--- src/rtl/gravsim_pkg.sv ---
// Shared types for the planet renderer: planet slot record, geometry widths
// and the decoder for the Nios write word.
package gravsim_pkg;

   localparam int N_PLANETS_MAX = 8;
   localparam int COORD_W       = 10;
   localparam int PLANET_R_W    = 6;

   typedef struct packed {
      logic [COORD_W-1:0]    x;
      logic [COORD_W-1:0]    y;
      logic [PLANET_R_W-1:0] radius;
   } planet_t;

   // Bits [5:0] of the write word carry nothing, so only [31:6] is decoded.
   function automatic planet_t unpack_planet(input logic [31:6] w);
      planet_t p;
      p.x      = w[31:22];
      p.y      = w[21:12];
      p.radius = w[11:6];
      return p;
   endfunction

endpackage

--- src/rtl/planet_hit_unit.sv ---
// Three-stage circle hit test for one planet slot; optional outline flag
// when PLANET_RING_EN is defined.
module planet_hit_unit
   import gravsim_pkg::*;
#(
   parameter int R_W = PLANET_R_W
) (
   input  logic               clk_i,
   input  logic               rst_i,
   input  logic [COORD_W-1:0] draw_x_i,
   input  logic [COORD_W-1:0] draw_y_i,
   input  planet_t            planet_i,
   output logic               hit_o
`ifdef PLANET_RING_EN
   ,
   output logic               ring_o
`endif
);

   logic        [R_W-1:0]   radius_w;
   logic signed [10:0]      dx_p1_d, dy_p1_d, dx_p1_q, dy_p1_q;
   logic        [2*R_W-1:0] r2_p1_d, r2_p1_q, r2_p2_q;
   logic signed [21:0]      dx_ext, dy_ext;
   logic        [19:0]      dx2_p2_d, dy2_p2_d, dx2_p2_q, dy2_p2_q;
   logic        [20:0]      d2;
   logic                    hit_p3_d, hit_p3_q;
`ifdef PLANET_RING_EN
   logic        [R_W-1:0]   rad_p1_q, rad_p2_q;
   logic                    ring_p3_d, ring_p3_q;
`endif

   always_comb begin
      radius_w = R_W'(planet_i.radius);
      dx_p1_d  = $signed({1'b0, draw_x_i}) - $signed({1'b0, planet_i.x});
      dy_p1_d  = $signed({1'b0, draw_y_i}) - $signed({1'b0, planet_i.y});
      r2_p1_d  = (2*R_W)'(radius_w) * (2*R_W)'(radius_w);
      dx_ext   = 22'(dx_p1_q);
      dy_ext   = 22'(dy_p1_q);
      dx2_p2_d = 20'(dx_ext * dx_ext);
      dy2_p2_d = 20'(dy_ext * dy_ext);
      // Full 21-bit sum: two 20-bit squares can carry out.
      d2       = {1'b0, dx2_p2_q} + {1'b0, dy2_p2_q};
      hit_p3_d = (r2_p2_q != '0) && (d2 <= 21'(r2_p2_q));
`ifdef PLANET_RING_EN
      ring_p3_d = hit_p3_d && ((21'(r2_p2_q) - d2) < 21'({rad_p2_q, 1'b0}));
`endif
   end

   always_ff @(posedge clk_i or posedge rst_i) begin
      if (rst_i) begin
         dx_p1_q  <= '0;
         dy_p1_q  <= '0;
         r2_p1_q  <= '0;
         dx2_p2_q <= '0;
         dy2_p2_q <= '0;
         r2_p2_q  <= '0;
         hit_p3_q <= 1'b0;
`ifdef PLANET_RING_EN
         rad_p1_q  <= '0;
         rad_p2_q  <= '0;
         ring_p3_q <= 1'b0;
`endif
      end else begin
         // S1: offsets and r^2 captured from the active table at one edge
         dx_p1_q  <= dx_p1_d;
         dy_p1_q  <= dy_p1_d;
         r2_p1_q  <= r2_p1_d;
         // S2: squares
         dx2_p2_q <= dx2_p2_d;
         dy2_p2_q <= dy2_p2_d;
         r2_p2_q  <= r2_p1_q;
         // S3: compare
         hit_p3_q <= hit_p3_d;
`ifdef PLANET_RING_EN
         rad_p1_q  <= radius_w;
         rad_p2_q  <= rad_p1_q;
         ring_p3_q <= ring_p3_d;
`endif
      end
   end

   assign hit_o = hit_p3_q;
`ifdef PLANET_RING_EN
   assign ring_o = ring_p3_q;
`endif

endmodule

--- src/rtl/planet_renderer.sv ---
// Shadow/active planet tables with vsync commit and per-slot hit units feeding a
// lowest-index priority encoder. Define PLANET_RING_EN to add the is_ring output.
module planet_renderer
   import gravsim_pkg::*;
#(
   parameter int N_PLANETS = 4,
   parameter int R_W       = PLANET_R_W
) (
   input  logic               Clk,
   input  logic               Reset,
   input  logic               wr_en,
   input  logic [2:0]         wr_idx,
   input  logic [31:0]        wr_data,
   input  logic               VGA_VS,
   input  logic [COORD_W-1:0] DrawX,
   input  logic [COORD_W-1:0] DrawY,
   output logic               is_ball,
   output logic [2:0]         planet_id,
   output logic               frame_tick
`ifdef PLANET_RING_EN
   ,
   output logic               is_ring
`endif
);

   planet_t shadow_d [N_PLANETS];
   planet_t shadow_q [N_PLANETS];
   planet_t active_d [N_PLANETS];
   planet_t active_q [N_PLANETS];
   logic    vs_q, commit, frame_tick_q;
   logic    unused_wr_bits;
   logic [N_PLANETS-1:0] hit;
`ifdef PLANET_RING_EN
   logic [N_PLANETS-1:0] ring;
`endif

   assign unused_wr_bits = ^wr_data[5:0];
   assign commit         = vs_q & ~VGA_VS;

   // Commit copies shadow_d, so a write landing on the commit edge is included.
   always_comb begin
      shadow_d = shadow_q;
      active_d = active_q;
      for (int i = 0; i < N_PLANETS; i++) begin
         if (wr_en && (wr_idx == 3'(i))) shadow_d[i] = unpack_planet(wr_data[31:6]);
      end
      if (commit) active_d = shadow_d;
   end

   always_ff @(posedge Clk or posedge Reset) begin
      if (Reset) begin
         shadow_q     <= '{default: '0};
         active_q     <= '{default: '0};
         vs_q         <= 1'b1;
         frame_tick_q <= 1'b0;
      end else begin
         shadow_q     <= shadow_d;
         active_q     <= active_d;
         vs_q         <= VGA_VS;
         frame_tick_q <= commit;
      end
   end

   for (genvar g = 0; g < N_PLANETS; g++) begin : g_slot
      planet_hit_unit #(.R_W(R_W)) u_hit (
         .clk_i    (Clk),
         .rst_i    (Reset),
         .draw_x_i (DrawX),
         .draw_y_i (DrawY),
         .planet_i (active_q[g]),
         .hit_o    (hit[g])
`ifdef PLANET_RING_EN
         ,
         .ring_o   (ring[g])
`endif
      );
   end

   // Scan from the top so the lowest hitting index is assigned last.
   always_comb begin
      is_ball   = 1'b0;
      planet_id = 3'd0;
`ifdef PLANET_RING_EN
      is_ring   = 1'b0;
`endif
      for (int i = N_PLANETS - 1; i >= 0; i--) begin
         if (hit[i]) begin
            is_ball   = 1'b1;
            planet_id = 3'(i);
`ifdef PLANET_RING_EN
            is_ring   = ring[i];
`endif
         end
      end
   end

   assign frame_tick = frame_tick_q;

endmodule

--- config.mk ---
export PLATFORM = sky130hd
export DESIGN_NAME = planet_renderer
export DESIGN_NICKNAME = d
export VERILOG_FILES = /design/src/rtl/gravsim_pkg.sv /design/src/rtl/planet_hit_unit.sv /design/src/rtl/planet_renderer.sv
export SDC_FILE = /design/constraint.sdc
export NUM_CORES = 2
export LEC_CHECK = 0
export ABC_AREA = 1
export CORE_ASPECT_RATIO = 2
export CORE_MARGIN = 4
export CORE_UTILIZATION = 63
export DETAILED_ROUTE_END_ITERATION = 8
export GPL_TIMING_DRIVEN = 0
export HOLD_SLACK_MARGIN = 0.1
export MAX_ROUTING_LAYER = met4
export PLACE_DENSITY = 0.86
export SLEW_MARGIN = 20
export SYNTH_ARGS = -nofsm -noshare
export SYNTH_HDL_FRONTEND = slang
export SYNTH_SLANG_ARGS = --single-unit
--- constraint.sdc ---
create_clock -name Clk -period 26.1 [get_ports Clk]
set_clock_uncertainty 0.2 [all_clocks]
set_input_delay 5.22 -clock Clk [delete_from_list [all_inputs] [get_ports Clk]]
set_output_delay 5.22 -clock Clk [all_outputs]
set_load 0.03 [all_outputs]
==> run summary <==
Grt met3 use = 4.19%
Core footprint = 90400 um2
GPL Wtd Cong = 0.967
FF+latch count, synth = 542
Total grt overflow = 0
Most used routing layer = met2
Post-synth EDFFs = 0
Yosys top cell area share = 27.8%
Via Count = 42900
Skew-Pair Late Insertion Delay = 0.61 ns
Vias in the first global route = 48300
Worst hold path class = flip-flop to flip-flop
Kind of critical path = primary input to flip-flop
Hold Buf Count CTS = 0
Final Cell Area = 61100 um2
Critical Path RT = 26.39 ns
Share of flip-flops with an asynchronous set or reset = 100%
Synth area leader = fa_1
Commonest cells post-synth = inv_1 (1660), nand2_1 (1118), fa_1 (796), ha_1 (587), dfrtp_1 (541)
Met2 usage = 57.9%
Post-Syn Instances = 6402
Synth cell types = 50
CTS Buf Count = 48
Initial antenna violation count = 10
Most common cell in the netlist = inv_1
Global-route wire length before repair = 233 mm
Net count, final = 7955
Initial Util = 63.4%
Footprint of the multi-input gates = 36900 um2
RSZ-0062 raised after global routing = no
Ys flop type = dfrtp_1
Total number of yosys warnings = 0
Max Cap Viol = 0
Critical path startpoint category = primary input
Crit-path max FO = 5
Worst path arrival time = 8.63 ns
Final Routed Wirelength = 144 mm
Root Driver = clkbuf_16
Outcome = finished clean
GRT Overall Usage = 31.4%
Hold Vio Cnt, Final = 0
H-tree levels = 2
Post-layout worst setup margin = 17.76 ns
Fmax = 0.120 GHz
Vias per cell = 5.53
CTS tree = done
Post-Synthesis Cell Area = 57300 um2
Die H = 434 um
Layout area overhead = 6.70%
Port bufs = 56
Post-layout min period = 8.34 ns
# rows = 156
Share of layout cells above drive strength 1 = 2.52%
Reg area = 13600 um2
R2r setup slk = 19.85 ns
Max Slew Vio Count = 0
Die Wd = 221 um
Max Buffers Root-to-Sink = 3
Crit. End Element = flip-flop
Remaining DRCs = 0
Slew margin rel. = 34.0%
Initial DRC Count = 2699
Register area share after synthesis = 23.7%
Die footprint = 96100 um2
CTS Sinks = 542
Cell Area, Placed = 59500 um2
Reg clk slew, reported paths = 0.07 ns
# Post-CTS Setup Buffers = 0
Mean Syn Cell Area = 8.95 um2
Synth top area cells = fa_1 (28%), dfrtp_1 (24%), ha_1 (13%)
Tcrit/Tclk final = 32.0%
Pre-CTS WS = 17.47 ns
HPWL after detailed placement = 117 mm
Drt pass-1 iters = 6
Fill count = 6598
Largest net degree at the start of global routing = 113
Cts repair resizes = 0
Setup violations, final = 0
Largest stage delay, worst path = 0.92 ns
Worst slew pin tran = 0.991 ns
Slowest CP cell = clkdlybuf4s50_1
Post-DRT Antenna Nets = 0
WL/cell = 18.5 um
# IOs = 64
Met1 GRT Util = 28.8%
Syn nets = 7844
Crit path cell chain = clkdlybuf4s50_1 > inv_1 > fa_1 > o21ai_0 > a21oi_1 > inv_1 > a21oi_1 > o21ai_0 > xor2_1
per-stage QoR:
step,utilization [%],hold slack (ns),std cells,TNS [ns]
after global routing,67.6,0.149,7749,0
final,67.6,0.140,7751,0
after CTS,67.6,0.143,7738,0
after global placement,65.7,0.131,7643,-4.68
after detailed placement,65.8,0.135,7648,0
after floorplan,-,0.131,6402,0
routing by layer:
layer | up-vias | wire length, um
met4 | 0 | 15100
met5 | - | 0
met2 | 1575 | 77800
li1 | 19400 | -
met3 | 824 | 7240
met1 | 21100 | 43500
area by class of cell:
| cell class | count | area share (%) |
|---|---|---|
| sequential | 542 | 22.2 |
| antenna | 13 | 0.0532 |
| inverter | 1662 | 10.2 |
| clock inverter | 28 | 0.426 |
| timing repair buffer | 61 | 1.14 |
| multi-input combinational | 4056 | 60.4 |
| buffer | 142 | 0.890 |
| clock buffer | 62 | 2.22 |
| tap | 1185 | 2.43 |
registers in the layout, summed over array words and instances (netlist names):
register               flops
frame_tick                 1
vs_q                       1
g_slot.u_hit.r2_p1_q      44
g_slot.u_hit.hit_o         4
g_slot.u_hit.r2_p2_q      44
shadow_q                 104
g_slot.u_hit.dy_p1_q      44
g_slot.u_hit.dx_p1_q      44
g_slot.u_hit.dx2_p2_q     76
active_q                 104
g_slot.u_hit.dy2_p2_q     76
cell usage in the layout, fill, tap and decap left out, types with 13 or more instances in the layout:
| cell | netlist | routed |
|---|---|---|
| fa_1 | 796 | 796 |
| a31oi_1 | 14 | 14 |
| clkbuf_1 | 130 | 136 |
| nand4_1 | 24 | 24 |
| nor3_1 | 17 | 17 |
| nor2_1 | 240 | 240 |
| xnor2_1 | 156 | 156 |
| a21oi_1 | 295 | 295 |
| clkdlybuf4s50_1 | 0 | 56 |
| diode_2 | 0 | 13 |
| mux2_2 | 13 | 13 |
| xor2_1 | 235 | 235 |
| dfrtp_1 | 541 | 541 |
| nand2_1 | 1118 | 1118 |
| a21o_1 | 20 | 20 |
| clkbuf_16 | 0 | 50 |
| ha_1 | 587 | 587 |
| nand3_1 | 100 | 100 |
| inv_1 | 1660 | 1659 |
| o21ai_1 | 21 | 21 |
| or2_2 | 18 | 18 |
| o21ai_0 | 292 | 292 |
worst max-delay path, delay by kind of cell:
family          cells  cell delay (ns)
buf+inv             3             1.54
compound gates      4             0.96
xor+xnor            1             0.31
fa+ha+maj           1             0.58
cells by family after synthesis:
logic type	Yosys count	share of synthesized area [%]
AND/OR/NAND/NOR	1554	10.8
buffers and inverters	1804	11.8
flip-flops	542	23.7
adder cells (fa/ha/maj)	1383	40.6
AO/OA/AOI/OAI	714	6.76
XOR/XNOR	391	5.98
multiplexers	13	0.256
other	1	0.00655
path summary, 6_finish.rpt:
kind,cells past startpoint,from,to
worst max-delay path,9,DrawX[1],g_slot[0].u_hit.dx_p1_q[8]$_DFF_PP0_
worst min-delay path,0,g_slot[3].u_hit.r2_p1_q[0]$_DFF_PP0_,g_slot[3].u_hit.r2_p2_q[0]$_DFF_PP0_
worst max register to register,17,g_slot[0].u_hit.dy_p1_q[2]$_DFF_PP0_,g_slot[0].u_hit.dy2_p2_q[19]$_DFF_PP0_
worst min register to register,0,g_slot[3].u_hit.r2_p1_q[0]$_DFF_PP0_,g_slot[3].u_hit.r2_p2_q[0]$_DFF_PP0_
max in group asynchronous,4,Reset,g_slot[2].u_hit.dy2_p2_q[16]$_DFF_PP0_
min in group asynchronous,2,Reset,g_slot[1].u_hit.dx2_p2_q[8]$_DFF_PP0_
Power is left out: the tool's default activity adds up to more than one toggle a clock period on the data nets, which glitch-free logic cannot reach.
